File: config.mk
export PLATFORM = sky130hd
export DESIGN_NAME = uart_debug_sequencer_flat
export DESIGN_NICKNAME = d
export VERILOG_FILES = /design/src/rtl/uart_debug_sequencer_if.sv /design/src/rtl/uart_debug_sequencer.sv /design/src/flat_wrapper.sv
export SDC_FILE = /design/constraint.sdc
export NUM_CORES = 1
export LEC_CHECK = 0
export ABC_AREA = 1
export BUFFER_PORTS_ARGS = -buffer_cell sky130_fd_sc_hd__clkbuf_2
export CAP_MARGIN = 20
export CORE_ASPECT_RATIO = 1.5
export CORE_MARGIN = 3
export CORE_UTILIZATION = 55
export DETAILED_ROUTE_END_ITERATION = 8
export PLACE_DENSITY = 0.85
export SYNTH_ARGS = -nofsm -noshare
export SYNTH_HDL_FRONTEND = slang
export SYNTH_SLANG_ARGS = --single-unit
File: constraint.sdc
create_clock -name iCE_CLK -period 8.81 [get_ports iCE_CLK]
set_input_delay 2.2025 -clock iCE_CLK [delete_from_list [all_inputs] [get_ports iCE_CLK]]
set_output_delay 2.2025 -clock iCE_CLK [all_outputs]
set_load 0.01 [all_outputs]
File: src/rtl/uart_debug_sequencer_if.sv
// Bus bundle between the debug sequencer, the UART core, the debug target
// and the event requester. master = sequencer, slave = everything around it.
interface uart_debug_sequencer_if;
  // UART receive side
  logic [7:0] rx_byte;
  logic       received;
  logic       recv_error;
  // UART transmit side
  logic [7:0] tx_byte;
  logic       transmit;
  logic       is_transmitting;
  // debug target register port and clock control
  logic [7:0] dbg_addr;
  logic [7:0] dbg_wdata;
  logic       dbg_we;
  logic       dbg_re;
  logic [7:0] dbg_rdata;
  logic       dbg_rvalid;
  logic       clk_en;
  // external event requester sharing the transmitter
  logic       evt_req;
  logic [7:0] evt_byte;
  logic       evt_ack;
  // status
  logic       busy;
  logic [7:0] err_count;

  modport master (
    input  rx_byte, received, recv_error, is_transmitting,
           dbg_rdata, dbg_rvalid, evt_req, evt_byte,
    output tx_byte, transmit, dbg_addr, dbg_wdata, dbg_we, dbg_re,
           clk_en, evt_ack, busy, err_count
  );

  modport slave (
    output rx_byte, received, recv_error, is_transmitting,
           dbg_rdata, dbg_rvalid, evt_req, evt_byte,
    input  tx_byte, transmit, dbg_addr, dbg_wdata, dbg_we, dbg_re,
           clk_en, evt_ack, busy, err_count
  );
endinterface

File: src/rtl/uart_debug_sequencer.sv
// UART command sequencer for the debug target: parses R/W/S/G/H frames,
// drives register strobes and the target clock enable, and shares the UART
// transmitter round-robin between command responses and external events.
module uart_debug_sequencer #(
  parameter int FRAME_TIMEOUT = 120000,
  parameter int RD_TIMEOUT    = 16
) (
  input  logic                   iCE_CLK,
  input  logic                   rst,
  uart_debug_sequencer_if.master bus
);
  localparam logic [7:0] OP_R    = 8'h52;
  localparam logic [7:0] OP_W    = 8'h57;
  localparam logic [7:0] OP_S    = 8'h53;
  localparam logic [7:0] OP_G    = 8'h47;
  localparam logic [7:0] OP_H    = 8'h48;
  localparam logic [7:0] RSP_OK  = 8'h4B;
  localparam logic [7:0] RSP_UNK = 8'h3F;
  localparam logic [7:0] RSP_TMO = 8'hEE;
  localparam int FT_W = $clog2(FRAME_TIMEOUT + 1);
  localparam int RT_W = $clog2(RD_TIMEOUT + 1);

  typedef enum logic [2:0] {IDLE, GET_ADDR, GET_DATA, READ_WAIT, STEP, RESP} cmd_state_e;
  typedef enum logic [1:0] {T_IDLE, T_START, T_BUSY} tx_state_e;

  // command side state
  cmd_state_e      state_q, state_d;
  logic [7:0]      op_q, op_d;
  logic [7:0]      addr_q, addr_d;
  logic [7:0]      wdata_q, wdata_d;
  logic [7:0]      resp_q, resp_d;
  logic [7:0]      step_q, step_d;
  logic [7:0]      err_q, err_d;
  logic [FT_W-1:0] ft_q, ft_d;
  logic [RT_W-1:0] rt_q, rt_d;
  logic            run_q, run_d;
  logic            we_q, we_d;
  logic            re_q, re_d;
  logic            clk_en_q, clk_en_d;
  logic            err_evt;

  // transmit arbiter state
  tx_state_e       tx_state_q, tx_state_d;
  logic            last_evt_q, last_evt_d;
  logic            transmit_q, transmit_d;
  logic            ack_q, ack_d;
  logic [7:0]      tx_byte_q, tx_byte_d;
  logic            start_cnt_q, start_cnt_d;
  logic            resp_req, resp_gnt, evt_gnt;

  // Command state register and datapath flops
  always_ff @(posedge iCE_CLK or posedge rst) begin
    if (rst) begin
      state_q  <= IDLE;
      op_q     <= '0;
      addr_q   <= '0;
      wdata_q  <= '0;
      resp_q   <= '0;
      step_q   <= '0;
      err_q    <= '0;
      ft_q     <= '0;
      rt_q     <= '0;
      run_q    <= 1'b0;
      we_q     <= 1'b0;
      re_q     <= 1'b0;
      clk_en_q <= 1'b0;
    end else begin
      state_q  <= state_d;
      op_q     <= op_d;
      addr_q   <= addr_d;
      wdata_q  <= wdata_d;
      resp_q   <= resp_d;
      step_q   <= step_d;
      err_q    <= err_d;
      ft_q     <= ft_d;
      rt_q     <= rt_d;
      run_q    <= run_d;
      we_q     <= we_d;
      re_q     <= re_d;
      clk_en_q <= clk_en_d;
    end
  end

  // Command parsing, target strobes, step counting and error accounting
  always_comb begin
    state_d = state_q;
    op_d    = op_q;
    addr_d  = addr_q;
    wdata_d = wdata_q;
    resp_d  = resp_q;
    step_d  = step_q;
    ft_d    = ft_q;
    rt_d    = rt_q;
    run_d   = run_q;
    we_d    = 1'b0;
    re_d    = 1'b0;
    err_evt = 1'b0;

    if (bus.recv_error) begin
      // framing error aborts whatever is in flight, run mode is kept
      state_d = IDLE;
      err_evt = 1'b1;
    end else begin
      case (state_q)
        IDLE: if (bus.received) begin
          op_d = bus.rx_byte;
          ft_d = '0;
          case (bus.rx_byte)
            OP_R, OP_W, OP_S: state_d = GET_ADDR;
            OP_G: begin run_d = 1'b1; resp_d = RSP_OK;  state_d = RESP; end
            OP_H: begin run_d = 1'b0; resp_d = RSP_OK;  state_d = RESP; end
            default: begin            resp_d = RSP_UNK; state_d = RESP; end
          endcase
        end
        GET_ADDR: begin
          if (bus.received) begin
            ft_d = '0;
            case (op_q)
              OP_R: begin
                addr_d  = bus.rx_byte;
                re_d    = 1'b1;
                rt_d    = '0;
                state_d = READ_WAIT;
              end
              OP_W: begin
                addr_d  = bus.rx_byte;
                state_d = GET_DATA;
              end
              default: begin
                // step: byte is the cycle count, run mode drops first
                run_d = 1'b0;
                if (bus.rx_byte == 8'd0) begin
                  resp_d  = RSP_OK;
                  state_d = RESP;
                end else begin
                  step_d  = bus.rx_byte;
                  state_d = STEP;
                end
              end
            endcase
          end else if (ft_q == FT_W'(FRAME_TIMEOUT - 1)) begin
            state_d = IDLE;
            err_evt = 1'b1;
          end else begin
            ft_d = ft_q + 1'b1;
          end
        end
        GET_DATA: begin
          if (bus.received) begin
            wdata_d = bus.rx_byte;
            we_d    = 1'b1;
            resp_d  = RSP_OK;
            state_d = RESP;
          end else if (ft_q == FT_W'(FRAME_TIMEOUT - 1)) begin
            state_d = IDLE;
            err_evt = 1'b1;
          end else begin
            ft_d = ft_q + 1'b1;
          end
        end
        READ_WAIT: begin
          // rt_q is 0 in the dbg_re cycle, so rvalid is accepted up to
          // RD_TIMEOUT cycles after the strobe
          if (bus.dbg_rvalid) begin
            resp_d  = bus.dbg_rdata;
            state_d = RESP;
          end else if (rt_q == RT_W'(RD_TIMEOUT)) begin
            resp_d  = RSP_TMO;
            err_evt = 1'b1;
            state_d = RESP;
          end else begin
            rt_d = rt_q + 1'b1;
          end
          if (bus.received) err_evt = 1'b1;
        end
        STEP: begin
          step_d = step_q - 1'b1;
          if (step_q == 8'd1) begin
            resp_d  = RSP_OK;
            state_d = RESP;
          end
          if (bus.received) err_evt = 1'b1;
        end
        RESP: begin
          if (resp_gnt) state_d = IDLE;
          if (bus.received) err_evt = 1'b1;
        end
        default: state_d = IDLE;
      endcase
    end

    // several error sources in one cycle count once, saturating at 255
    err_d    = (err_evt && err_q != 8'hFF) ? err_q + 8'd1 : err_q;
    // registered so clk_en follows G/H/S one cycle later and is glitch-free
    clk_en_d = run_d | (state_d == STEP);
  end

  // Transmit arbiter registers
  always_ff @(posedge iCE_CLK or posedge rst) begin
    if (rst) begin
      tx_state_q  <= T_IDLE;
      last_evt_q  <= 1'b1;  // event counts as last winner: response wins the first tie
      transmit_q  <= 1'b0;
      ack_q       <= 1'b0;
      tx_byte_q   <= '0;
      start_cnt_q <= 1'b0;
    end else begin
      tx_state_q  <= tx_state_d;
      last_evt_q  <= last_evt_d;
      transmit_q  <= transmit_d;
      ack_q       <= ack_d;
      tx_byte_q   <= tx_byte_d;
      start_cnt_q <= start_cnt_d;
    end
  end

  // Round-robin grant between pending response and external event
  always_comb begin
    tx_state_d  = tx_state_q;
    last_evt_d  = last_evt_q;
    transmit_d  = 1'b0;
    ack_d       = 1'b0;
    tx_byte_d   = tx_byte_q;
    start_cnt_d = start_cnt_q;
    evt_gnt     = 1'b0;
    resp_gnt    = 1'b0;
    // a response being aborted this cycle must not be sent
    resp_req    = (state_q == RESP) && !bus.recv_error;

    case (tx_state_q)
      T_IDLE: if (!bus.is_transmitting && (resp_req || bus.evt_req)) begin
        evt_gnt     = (resp_req && bus.evt_req) ? !last_evt_q : bus.evt_req;
        resp_gnt    = !evt_gnt;
        transmit_d  = 1'b1;
        ack_d       = evt_gnt;
        tx_byte_d   = evt_gnt ? bus.evt_byte : resp_q;
        last_evt_d  = evt_gnt;
        start_cnt_d = 1'b0;
        tx_state_d  = T_START;
      end
      T_START: begin
        // UART that never raises busy within 2 cycles is taken as done
        if (bus.is_transmitting || start_cnt_q) tx_state_d = T_BUSY;
        else                                    start_cnt_d = 1'b1;
      end
      T_BUSY: if (!bus.is_transmitting) tx_state_d = T_IDLE;
      default: tx_state_d = T_IDLE;
    endcase
  end

  assign bus.tx_byte   = tx_byte_q;
  assign bus.transmit  = transmit_q;
  assign bus.evt_ack   = ack_q;
  assign bus.dbg_addr  = addr_q;
  assign bus.dbg_wdata = wdata_q;
  assign bus.dbg_we    = we_q;
  assign bus.dbg_re    = re_q;
  assign bus.clk_en    = clk_en_q;
  assign bus.busy      = (state_q != IDLE);
  assign bus.err_count = err_q;
endmodule

File: src/flat_wrapper.sv
// flat-port wrapper written by rule: the top's interface ports become plain ports
module uart_debug_sequencer_flat 
#(
  parameter int FRAME_TIMEOUT = 120000,
  parameter int RD_TIMEOUT    = 16
)
  (iCE_CLK, rst, bus_rx_byte, bus_received, bus_recv_error, bus_is_transmitting, bus_dbg_rdata, bus_dbg_rvalid, bus_evt_req, bus_evt_byte, bus_tx_byte, bus_transmit, bus_dbg_addr, bus_dbg_wdata, bus_dbg_we, bus_dbg_re, bus_clk_en, bus_evt_ack, bus_busy, bus_err_count);
  uart_debug_sequencer_if bus_i ();
  input  logic iCE_CLK;
  input  logic rst;
  input wire logic [$bits(bus_i.rx_byte)-1:0] bus_rx_byte;
  input wire logic [$bits(bus_i.received)-1:0] bus_received;
  input wire logic [$bits(bus_i.recv_error)-1:0] bus_recv_error;
  input wire logic [$bits(bus_i.is_transmitting)-1:0] bus_is_transmitting;
  input wire logic [$bits(bus_i.dbg_rdata)-1:0] bus_dbg_rdata;
  input wire logic [$bits(bus_i.dbg_rvalid)-1:0] bus_dbg_rvalid;
  input wire logic [$bits(bus_i.evt_req)-1:0] bus_evt_req;
  input wire logic [$bits(bus_i.evt_byte)-1:0] bus_evt_byte;
  output wire logic [$bits(bus_i.tx_byte)-1:0] bus_tx_byte;
  output wire logic [$bits(bus_i.transmit)-1:0] bus_transmit;
  output wire logic [$bits(bus_i.dbg_addr)-1:0] bus_dbg_addr;
  output wire logic [$bits(bus_i.dbg_wdata)-1:0] bus_dbg_wdata;
  output wire logic [$bits(bus_i.dbg_we)-1:0] bus_dbg_we;
  output wire logic [$bits(bus_i.dbg_re)-1:0] bus_dbg_re;
  output wire logic [$bits(bus_i.clk_en)-1:0] bus_clk_en;
  output wire logic [$bits(bus_i.evt_ack)-1:0] bus_evt_ack;
  output wire logic [$bits(bus_i.busy)-1:0] bus_busy;
  output wire logic [$bits(bus_i.err_count)-1:0] bus_err_count;
  assign bus_i.rx_byte = bus_rx_byte;
  assign bus_i.received = bus_received;
  assign bus_i.recv_error = bus_recv_error;
  assign bus_i.is_transmitting = bus_is_transmitting;
  assign bus_i.dbg_rdata = bus_dbg_rdata;
  assign bus_i.dbg_rvalid = bus_dbg_rvalid;
  assign bus_i.evt_req = bus_evt_req;
  assign bus_i.evt_byte = bus_evt_byte;
  assign bus_tx_byte = bus_i.tx_byte;
  assign bus_transmit = bus_i.transmit;
  assign bus_dbg_addr = bus_i.dbg_addr;
  assign bus_dbg_wdata = bus_i.dbg_wdata;
  assign bus_dbg_we = bus_i.dbg_we;
  assign bus_dbg_re = bus_i.dbg_re;
  assign bus_clk_en = bus_i.clk_en;
  assign bus_evt_ack = bus_i.evt_ack;
  assign bus_busy = bus_i.busy;
  assign bus_err_count = bus_i.err_count;
  uart_debug_sequencer #(.FRAME_TIMEOUT(FRAME_TIMEOUT), .RD_TIMEOUT(RD_TIMEOUT)) u_core (.iCE_CLK(iCE_CLK), .rst(rst), .bus(bus_i));
endmodule
Word level (Yosys, flattened, before mapping). Index checks and enable logic that the tools add are counted.

Register bits after elaboration: 91. Input bits: 31. Logic and storage cells: 167.

Add/sub/neg operators: 4. Eq/ne operators: 36. Mux-type cells: 72. Bitwise logic cells: 2. Reductions and logical operators: 34.

Operator list (number): 8-bit 2-to-1 mux (12); 17-bit 2-to-1 mux (4); 8-bit by 7-bit == test with 1-bit output (second input constant) (7); 17-bit case mux with 3 select lines (1); 8-bit case mux with 5 select lines (1); 8-bit case mux with 2 select lines (2); 3-bit 2-to-1 mux (10); 1-bit 2-to-1 mux (27); 2-bit inequality test (second input constant) (12); 5-bit 2-to-1 mux (4); 3-bit case mux with 6 select lines (1); 17-bit by 1-bit adder with 17-bit output (second input constant) (1); 17-bit == test (second input constant) (1); 3-bit AND reduction (4); 5-bit case mux with 2 select lines (1); 10-bit AND reduction (1); 3-bit == test (second input constant) (3); 8-bit by 1-bit adder with 8-bit output (second input constant) (1); 8-bit by 1-bit == test with 1-bit output (second input constant) (1); 8-bit logical NOT (1); 2-bit by 1-bit inequality test with 1-bit output (second input constant) (4); 8-bit inequality test (second input constant) (1); 4-bit AND reduction (2); 2-bit OR reduction (4); other kinds (27) (42).

Depth between registers and ports, before layout. Gate-level depths: netlist of run 1.

Depth in word-level cells: 12. Mapped depth: 12. Mapped depth without buffers: 11.

Least setup slack after synthesis of run 1. Ideal clock, no wire load.

Path type: in2reg. Start: input bus_received. End: register u_core.ft_q[13]. Data arrival time: 3250 ps. Data required time: 8693 ps. Path slack: 5443 ps. Stages on the path: 10. Path buffers: 2. Cells stage by stage: buf_4 -> nor2_1 -> a21oi_1 -> o21ai_2 -> inv_2 -> buf_4 -> nand4_1 -> nand2_1 -> nand2_1 -> nor2_1.

Cells in the longest elaborated chain, start to end: 2. Elaborated cells between the ends (all ways): 5.

Ends and longest elaborated chain: from (decl) (RTL line flat_wrapper.sv:12) `input wire logic [$bits(bus_i.received)-1:0] bus_received;`; 17-bit 2-to-1 mux or 2-bit inequality test (tied branches); 17-bit case mux with 3 select lines or 4-bit AND reduction (tied branches); to (signal assigned) (RTL line uart_debug_sequencer.sv:75) `ft_q <= ft_d;`; to (decl) (RTL line uart_debug_sequencer.sv:34) `logic [FT_W-1:0] ft_q, ft_d;`.

Parallel ways exist; a longest one is shown, timed or not. A chain may end at the register's enable or synchronous reset.

Worst setup path in the final report of run 1.
Start: register u_core.state_q[2]. End: output bus_busy.

Cells in the longest elaborated chain, start to end: 1.

Ends and longest elaborated chain: from (decl) (RTL line uart_debug_sequencer.sv:27) `cmd_state_e state_q, state_d;`; from (signal assigned) (RTL line uart_debug_sequencer.sv:68) `state_q <= state_d;`; 3-bit nonzero test (RTL line uart_debug_sequencer.sv:259) `assign bus.busy = (state_q != IDLE);`; to (decl) (RTL line flat_wrapper.sv:27) `output wire logic [$bits(bus_i.busy)-1:0] bus_busy;`.

Every way passes these cells.

==> results of run 1 <==
[cells in the mapped netlist (2+ instances only)]
library cell and count:
o211ai_1 9, ha_1 6, nand4_1 12, o31ai_1 2, xnor2_1 2, nor2_4 4
clkinv_1 2, inv_1 85, nor3_1 14, buf_6 2, a21oi_1 21, nand2_2 6
o21ai_0 56, buf_2 3, inv_2 5, nand3_2 2, and3_1 2, clkbuf_1 4
or2_2 2, o21ai_2 2, xor2_1 9, o21ai_1 6, nand3_1 54, buf_4 4
dfrtp_1 90, nor2_1 66, nor2_2 3, nand2_1 187, o21bai_1 2
[worst max-delay path, delay by kind of cell (launching register included)]
family | cells | cell delay [ns]
simple gates | 2 | 0.36
buf+inv | 3 | 0.38
flops | 1 | 0.46
[registers in the layout (all words and copies together), names as in the netlist, 8 cells and up]
register,cells
u_core.op_q,8
u_core.step_q,8
u_core.bus.dbg_wdata,8
u_core.resp_q,8
u_core.ft_q,17
u_core.bus.tx_byte,8
u_core.bus.dbg_addr,8
u_core.bus.err_count,8
[metrics by stage]
step                power (mW)  hold WS, ns
floorplan               0.7903       0.4300
global placement        0.8749       0.4397
detailed placement      0.8920       0.4612
CTS                      1.269       0.4717
global route             1.343       0.5019
finish                   1.263       0.4676
[cell type report]
class                   count  area (sq um)
clock buffers              12         256.5
clock inverters             4         33.78
fillers                   768          3142
inverters                  93         351.6
multi-input cells         480          2333
flip-flops and latches     91          2278
well taps                 110         137.6
repair buffers             69         347.8
[worst paths after layout]
check                                     start  slack [ns]                      to  depth (start not counted)
max in group asynchronous                   rst        5.82  u_core.bus.dbg_addr[4]                          3
min in group asynchronous                   rst        1.80   u_core.bus.tx_byte[6]                          2
max                           u_core.state_q[2]        5.06                bus_busy                          5
min                        u_core.tx_state_q[0]        0.47    u_core.tx_state_q[1]                          1
max reg2reg                   u_core.state_q[0]        6.60        u_core.resp_q[5]                          9
min reg2reg                u_core.tx_state_q[0]        0.47    u_core.tx_state_q[1]                          1
[cells by family (layout without fill, tap and decap cells)]
logic type               Yosys count  in the layout
AND/OR/NAND/NOR                  359            359
AO/OA/AOI/OAI                    104            104
flip-flops                        91             91
XOR/XNOR                          11             11
adder cells (fa/ha/maj)            6              6
buffers and inverters            106            178
[cell usage in the layout (no fill, tap or decap), types with 9 or more instances in the layout]
cell,n
clkbuf_2,68
inv_1,84
dfrtp_1,90
o211ai_1,9
nor2_1,66
clkbuf_16,9
xor2_1,9
nand3_1,54
nand2_1,187
o21ai_0,56
nand4_1,12
nor3_1,14
a21oi_1,21
[power by group through the flow]
stage	sequential [mW]	combinational [mW]	clock (mW)
floorplan	0.580	0.210	0
global placement	0.577	0.298	0
detailed placement	0.582	0.310	0
CTS	0.576	0.314	0.378
global route	0.588	0.360	0.395
finish	0.577	0.313	0.373
[layer usage]
metal / GRT usage / wire length, um
met1: 0.2685 / 4836
met3: 0.04067 / 500
met5: 0 / 0
met4: 0.1278 / 452
met2: 0.4293 / 6397
==> flow_summary.json, run 1 <==
{
  "cts.clk_slew.worst_paths_ns": 0.07,
  "overflow": 0,
  "cts-root-buf": "clkbuf_16",
  "track_usage": 0.2387,
  "die_w_um": 84.20,
  "setup_tns_ns": 0,
  "synth.area.top_cells": "dfrtp_1 45%, nand2_1 14%, inv_1 6.3%",
  "cts_hold_repair.buffers": 0,
  "p_switching_uw": 432.7,
  "cpPeakStageDelay_ns": 0.46,
  "clock_power_share": 0.295,
  "synth_nets": 714,
  "cts_buffers": 9,
  "slew_violations": 0,
  "crit_type": "flop to output pin",
  "synth_cell_types": 44,
  "synth-adder-area-share": 0.01488,
  "drive_gt1_frac": 0.1562,
  "routed_wl_mm": 12.19,
  "finish.utilization": 0.6462,
  "swShare": 0.3426,
  "dp_cells": 843,
  "core_area_sq_mm": 0.008881,
  "fin_ws_ns": 5.063,
  "cp-end-kind": "output pin",
  "setup_violations": 0,
  "vdd_drop_max_mv": 0.1532,
  "finalCritPeriodShare": 0.4253,
  "final_cell_count_no_fill": 859,
  "max_freq_mhz": 266.9,
  "muxShareOfSynthArea": 0,
  "wl_per_cell_um": 14.19,
  "io_pins": 69,
  "hold_class": "flop to flop",
  "fin_nets": 781,
  "maxSlewHeadroom": 0.4211,
  "grt_pass1_vias": 4528,
  "hold_violations": 0,
  "diodes": 0,
  "power_frac_seq": 0.457,
  "synth_top_area_frac": 0.4464,
  "synth_top_family_by_area": "simple AND/OR/NAND/NOR gates",
  "cts_resized": 0,
  "grt_pass1_wl_mm": 20.11,
  "cts_tree": "done",
  "ys_async_sr_fraction": 1.000,
  "critPathLaunchType": "flop",
  "via_per_inst": 5.577,
  "placedInstanceArea_sq_mm": 0.005449,
  "crit_path_frequent_cell": "inv_1",
  "cp_slowest_cell": "dfrtp_1",
  "skew_ns": 0.009174,
  "cts_htree_levels": 3,
  "maxCapViolCount": 0,
  "required_ns": 6.61,
  "dieHeight_um": 123.3,
  "p_per_area_mw_per_mm2": 220.1,
  "ant_nets": 0,
  "start_util": 0.5680,
  "dp_hpwl_mm": 8.866,
  "num_rows": 42,
  "synth_seq_cells": 91,
  "drtIter0Drc": 346,
  "grt_start_max_net_pins": 71,
  "syn_area_sq_mm": 0.005045,
  "vias": 4791,
  "rsz0062_at_grt": "no",
  "synth_edf_count": 0,
  "preCtsSetupSlack_ns": 5.042,
  "synth_ff_type": "dfrtp_1",
  "status": "completed",
  "syn_inst": 677,
  "ys_warn_count": 0,
  "min_period_ns": 3.747,
  "crit_chain": "inv_1 -> nand2_1 -> nor2_1 -> inv_1 -> clkbuf_2",
  "die-area_sq_mm": 0.01038,
  "cts.sinks": 91,
  "clkLatencyLatePin_ns": 0.34,
  "final_cell_area_sq_mm": 0.005739,
  "synth-simple-area-share": 0.3132,
  "port-buffer-count": 68,
  "synth-compound-area-share": 0.1153,
  "crit_fanout": 5,
  "drt_first_pass_iters": 8,
  "worst_ep_arrival_time_ns": 1.54,
  "syn_avg_cell_area_sq_um": 7.452,
  "gp_congestion": 0.9266,
  "area_delta_synth_final_pct": 13.76,
  "cts_setup_buffers": 0,
  "cts_buffer_depth": 2,
  "ys_seq_area_frac": 0.4516,
  "grt_antenna_before_repair": 0,
  "p_int_uw": 830.4,
  "p_comb_frac": 0.248,
  "yosysTopAreaCell": "dfrtp_1",
  "worst_pin_slew_ns": 0.8683,
  "drc_errors": 0,
  "synth-xor-area-share": 0.01910,
  "p_leak_nw": 3.002
}
Note: power is estimated with default switching activity, not from simulation.
==> run 2, diff against run 1 <==
--- a/config.mk
+++ b/config.mk
@@ -5,14 +5,14 @@
 export SDC_FILE = /design/constraint.sdc
 export NUM_CORES = 1
 export LEC_CHECK = 0
-export ABC_AREA = 1
+export ABC_AREA = 0
 export BUFFER_PORTS_ARGS = -buffer_cell sky130_fd_sc_hd__clkbuf_2
 export CAP_MARGIN = 20
 export CORE_ASPECT_RATIO = 1.5
 export CORE_MARGIN = 3
-export CORE_UTILIZATION = 55
+export CORE_UTILIZATION = 52
 export DETAILED_ROUTE_END_ITERATION = 8
-export PLACE_DENSITY = 0.85
+export PLACE_DENSITY = 0.84
 export SYNTH_ARGS = -nofsm -noshare
 export SYNTH_HDL_FRONTEND = slang
 export SYNTH_SLANG_ARGS = --single-unit
==> constraint.sdc (replaced) <==
create_clock -name iCE_CLK -period 3.1 [get_ports iCE_CLK]
set_input_delay 0.775 -clock iCE_CLK [delete_from_list [all_inputs] [get_ports iCE_CLK]]
set_output_delay 0.775 -clock iCE_CLK [all_outputs]
set_load 0.01 [all_outputs]
==> flow_summary.json, run 2 <==
{
  "gp_congestion": 0.9077,
  "crit_start": "u_core.state_q[1]",
  "synth.area.top_cells": "dfrtp_1 46%, mux2_2 7.2%, nor2_1 2.9%",
  "required_ns": 2.32,
  "die-area_sq_mm": 0.01058,
  "worst_pin_slew_ns": 0.8281,
  "routed_wl_mm": 11.06,
  "dp_hpwl_mm": 8.215,
  "status": "completed",
  "critPathLaunchType": "flop",
  "cts_resized": 0,
  "cts.clk_slew.worst_paths_ns": 0.07,
  "cp-end-kind": "output pin",
  "grt_pass1_wl_mm": 18.80,
  "cts_setup_buffers": 0,
  "synth-compound-area-share": 0.1558,
  "synth-adder-area-share": 0.01542,
  "reg2reg_from": "u_core.state_q[2]",
  "drc_errors": 0,
  "core_area_sq_mm": 0.008986,
  "port-buffer-count": 68,
  "p_per_area_mw_per_mm2": 652.7,
  "skew_ns": 0.01106,
  "min_period_ns": 2.412,
  "area_delta_synth_final_pct": 16.07,
  "cp-endpoint": "bus_busy",
  "fillCellCount": 721,
  "drive_gt1_frac": 0.2641,
  "ys_seq_area_frac": 0.4681,
  "p_total_mw": 3.687,
  "die_w_um": 85.00,
  "crit_fanout": 15,
  "synth.most_common_cell": "dfrtp_1",
  "setup_tns_ns": 0,
  "ys_warn_count": 0,
  "cts_tree": "done",
  "crit_type": "flop to output pin",
  "synth_seq_cells": 91,
  "r2r_cells": 5,
  "syn_avg_cell_area_sq_um": 10.29,
  "wl_per_cell_um": 16.78,
  "drt_first_pass_iters": 4,
  "synth_nets": 510,
  "grt_antenna_before_repair": 0,
  "grt_start_max_net_pins": 46,
  "mostFrequentLayoutCells": "90 x dfrtp_1, 68 x clkbuf_2, 37 x nor2_1, 32 x nand2_1, 31 x mux2_2",
  "grt_pass1_vias": 3994,
  "track_usage": 0.2172,
  "synth_top_family_by_area": "simple AND/OR/NAND/NOR gates",
  "synth-simple-area-share": 0.1853,
  "syn_inst": 473,
  "final_common_cell": "dfrtp_1",
  "clkLatencyLatePin_ns": 0.34,
  "setup_violations": 0,
  "diodes": 0,
  "cts_buffer_depth": 2,
  "synth_common_cells": "90 x dfrtp_1, 37 x nor2_1, 32 x nand2_1",
  "regMostFlops": "u_core.ft_q",
  "reg2reg_slack_ns": 0.74,
  "synth_cell_types": 68,
  "cts-root-buf": "clkbuf_16",
  "dieHeight_um": 124.5,
  "synth_edf_count": 0,
  "cts_hold_repair.buffers": 0,
  "slew_violations": 0,
  "drtIter0Drc": 214,
  "io_pins": 69,
  "synth_ff_type": "dfrtp_1",
  "vdd_drop_max_mv": 0.6340,
  "vias": 3898,
  "largest_reg_flops": 17,
  "ys_async_sr_fraction": 1.000,
  "muxShareOfSynthArea": 0.1123,
  "rsz0062_at_grt": "no",
  "overflow": 0,
  "worst_ep_arrival_time_ns": 1.64,
  "synth-xor-area-share": 0.03239,
  "fin_nets": 581,
  "num_rows": 42,
  "maxSlewHeadroom": 0.4468,
  "p_leak_nw": 2.655,
  "yosysTopAreaCell": "dfrtp_1",
  "cts.sinks": 91,
  "timing.rr.end": "u_core.step_q[3]",
  "via_per_inst": 5.915,
  "hold_violations": 0,
  "syn_area_sq_mm": 0.004867,
  "cts_htree_levels": 3,
  "synth_top_area_frac": 0.4627,
  "maxCapViolCount": 0,
  "start_util": 0.5416,
  "hold_class": "flop to flop",
  "ant_nets": 0,
  "cts_buffers": 9,
  "max_freq_mhz": 414.5,
  "finalCritPeriodShare": 0.7782
}
==> run 2: cell families after synthesis <==
logic type / after synthesis
and+or+nand+nor: 163
adders and majority gates: 6
buffers and inverters: 38
DFF: 91
AOI/OAI and AO/OA: 107
xor gates and xnor gates: 18
muxes: 50
==> run 2: layout make-up <==
class | instances | area (sq um) | area share
Clock buffer | 14 | 264.0 | 0.04673
Clock inverter | 2 | 12.51 | 0.002215
Inverter | 19 | 75.07 | 0.01329
Multi-Input combinational cell | 344 | 2446 | 0.4330
Sequential cell | 91 | 2278 | 0.4033
Tap cell | 110 | 137.6 | 0.02436
Timing Repair Buffer | 79 | 435.4 | 0.07708
==> run 2: how the worst min path moves through the flow <==
stage / slack [ns] / end / cells after the start / startpoint
detailed placement: 0.47 / u_core.run_q / 2 / u_core.run_q
global route: 0.52 / u_core.bus.tx_byte[3] / 2 / u_core.bus.tx_byte[3]
CTS: 0.49 / u_core.bus.tx_byte[3] / 2 / u_core.bus.tx_byte[3]
floorplan: 0.44 / u_core.run_q / 2 / u_core.run_q
global placement: 0.46 / u_core.bus.tx_byte[6] / 2 / u_core.bus.tx_byte[6]
finish: 0.49 / u_core.bus.tx_byte[1] / 2 / u_core.bus.tx_byte[1]
==> run 2: through the flow <==
| stage | hold slack [ns] | cells | instance area, sq um | worst slack [ns] | util |
|---|---|---|---|---|---|
| 2_1_floorplan | 0.4418 | 473 | 4871 | 0.7636 | - |
| 6_report | 0.4869 | 659 | 5649 | 0.6877 | 0.6287 |
| 3_5_place_dp | 0.4671 | 643 | 5373 | 0.4830 | 0.5979 |
| 5_1_grt | 0.5182 | 659 | 5649 | 0.5744 | 0.6287 |
| 3_3_place_gp | 0.4646 | 643 | 5373 | 0.5053 | 0.5979 |
| 4_1_cts | 0.4910 | 659 | 5649 | 0.6913 | 0.6287 |
==> run 2: metal layers <==
| layer | track usage | routed length, um | vias up |
|---|---|---|---|
| met1 | 0.2524 | 4357 | 1910 |
| met2 | 0.3768 | 5847 | 101 |
| li1 | - | - | 1853 |
| met4 | 0.1016 | 404 | 0 |
| met5 | 0 | 0 | - |
| met3 | 0.04368 | 451 | 34 |
==> run 2: critical path, stage by stage, from the launching register on <==
cell      delay [ns]
dfrtp_1         0.54
buf_4           0.26
or3_1           0.35
clkbuf_2        0.15
==> run 2: power by group <==
group	switching (mW)	total, mW	internal (mW)
Combinational	0.548	0.970	0.423
Clock	0.432	1.02	0.587
Sequential	0.235	1.70	1.46
Total	1.22	3.69	2.47
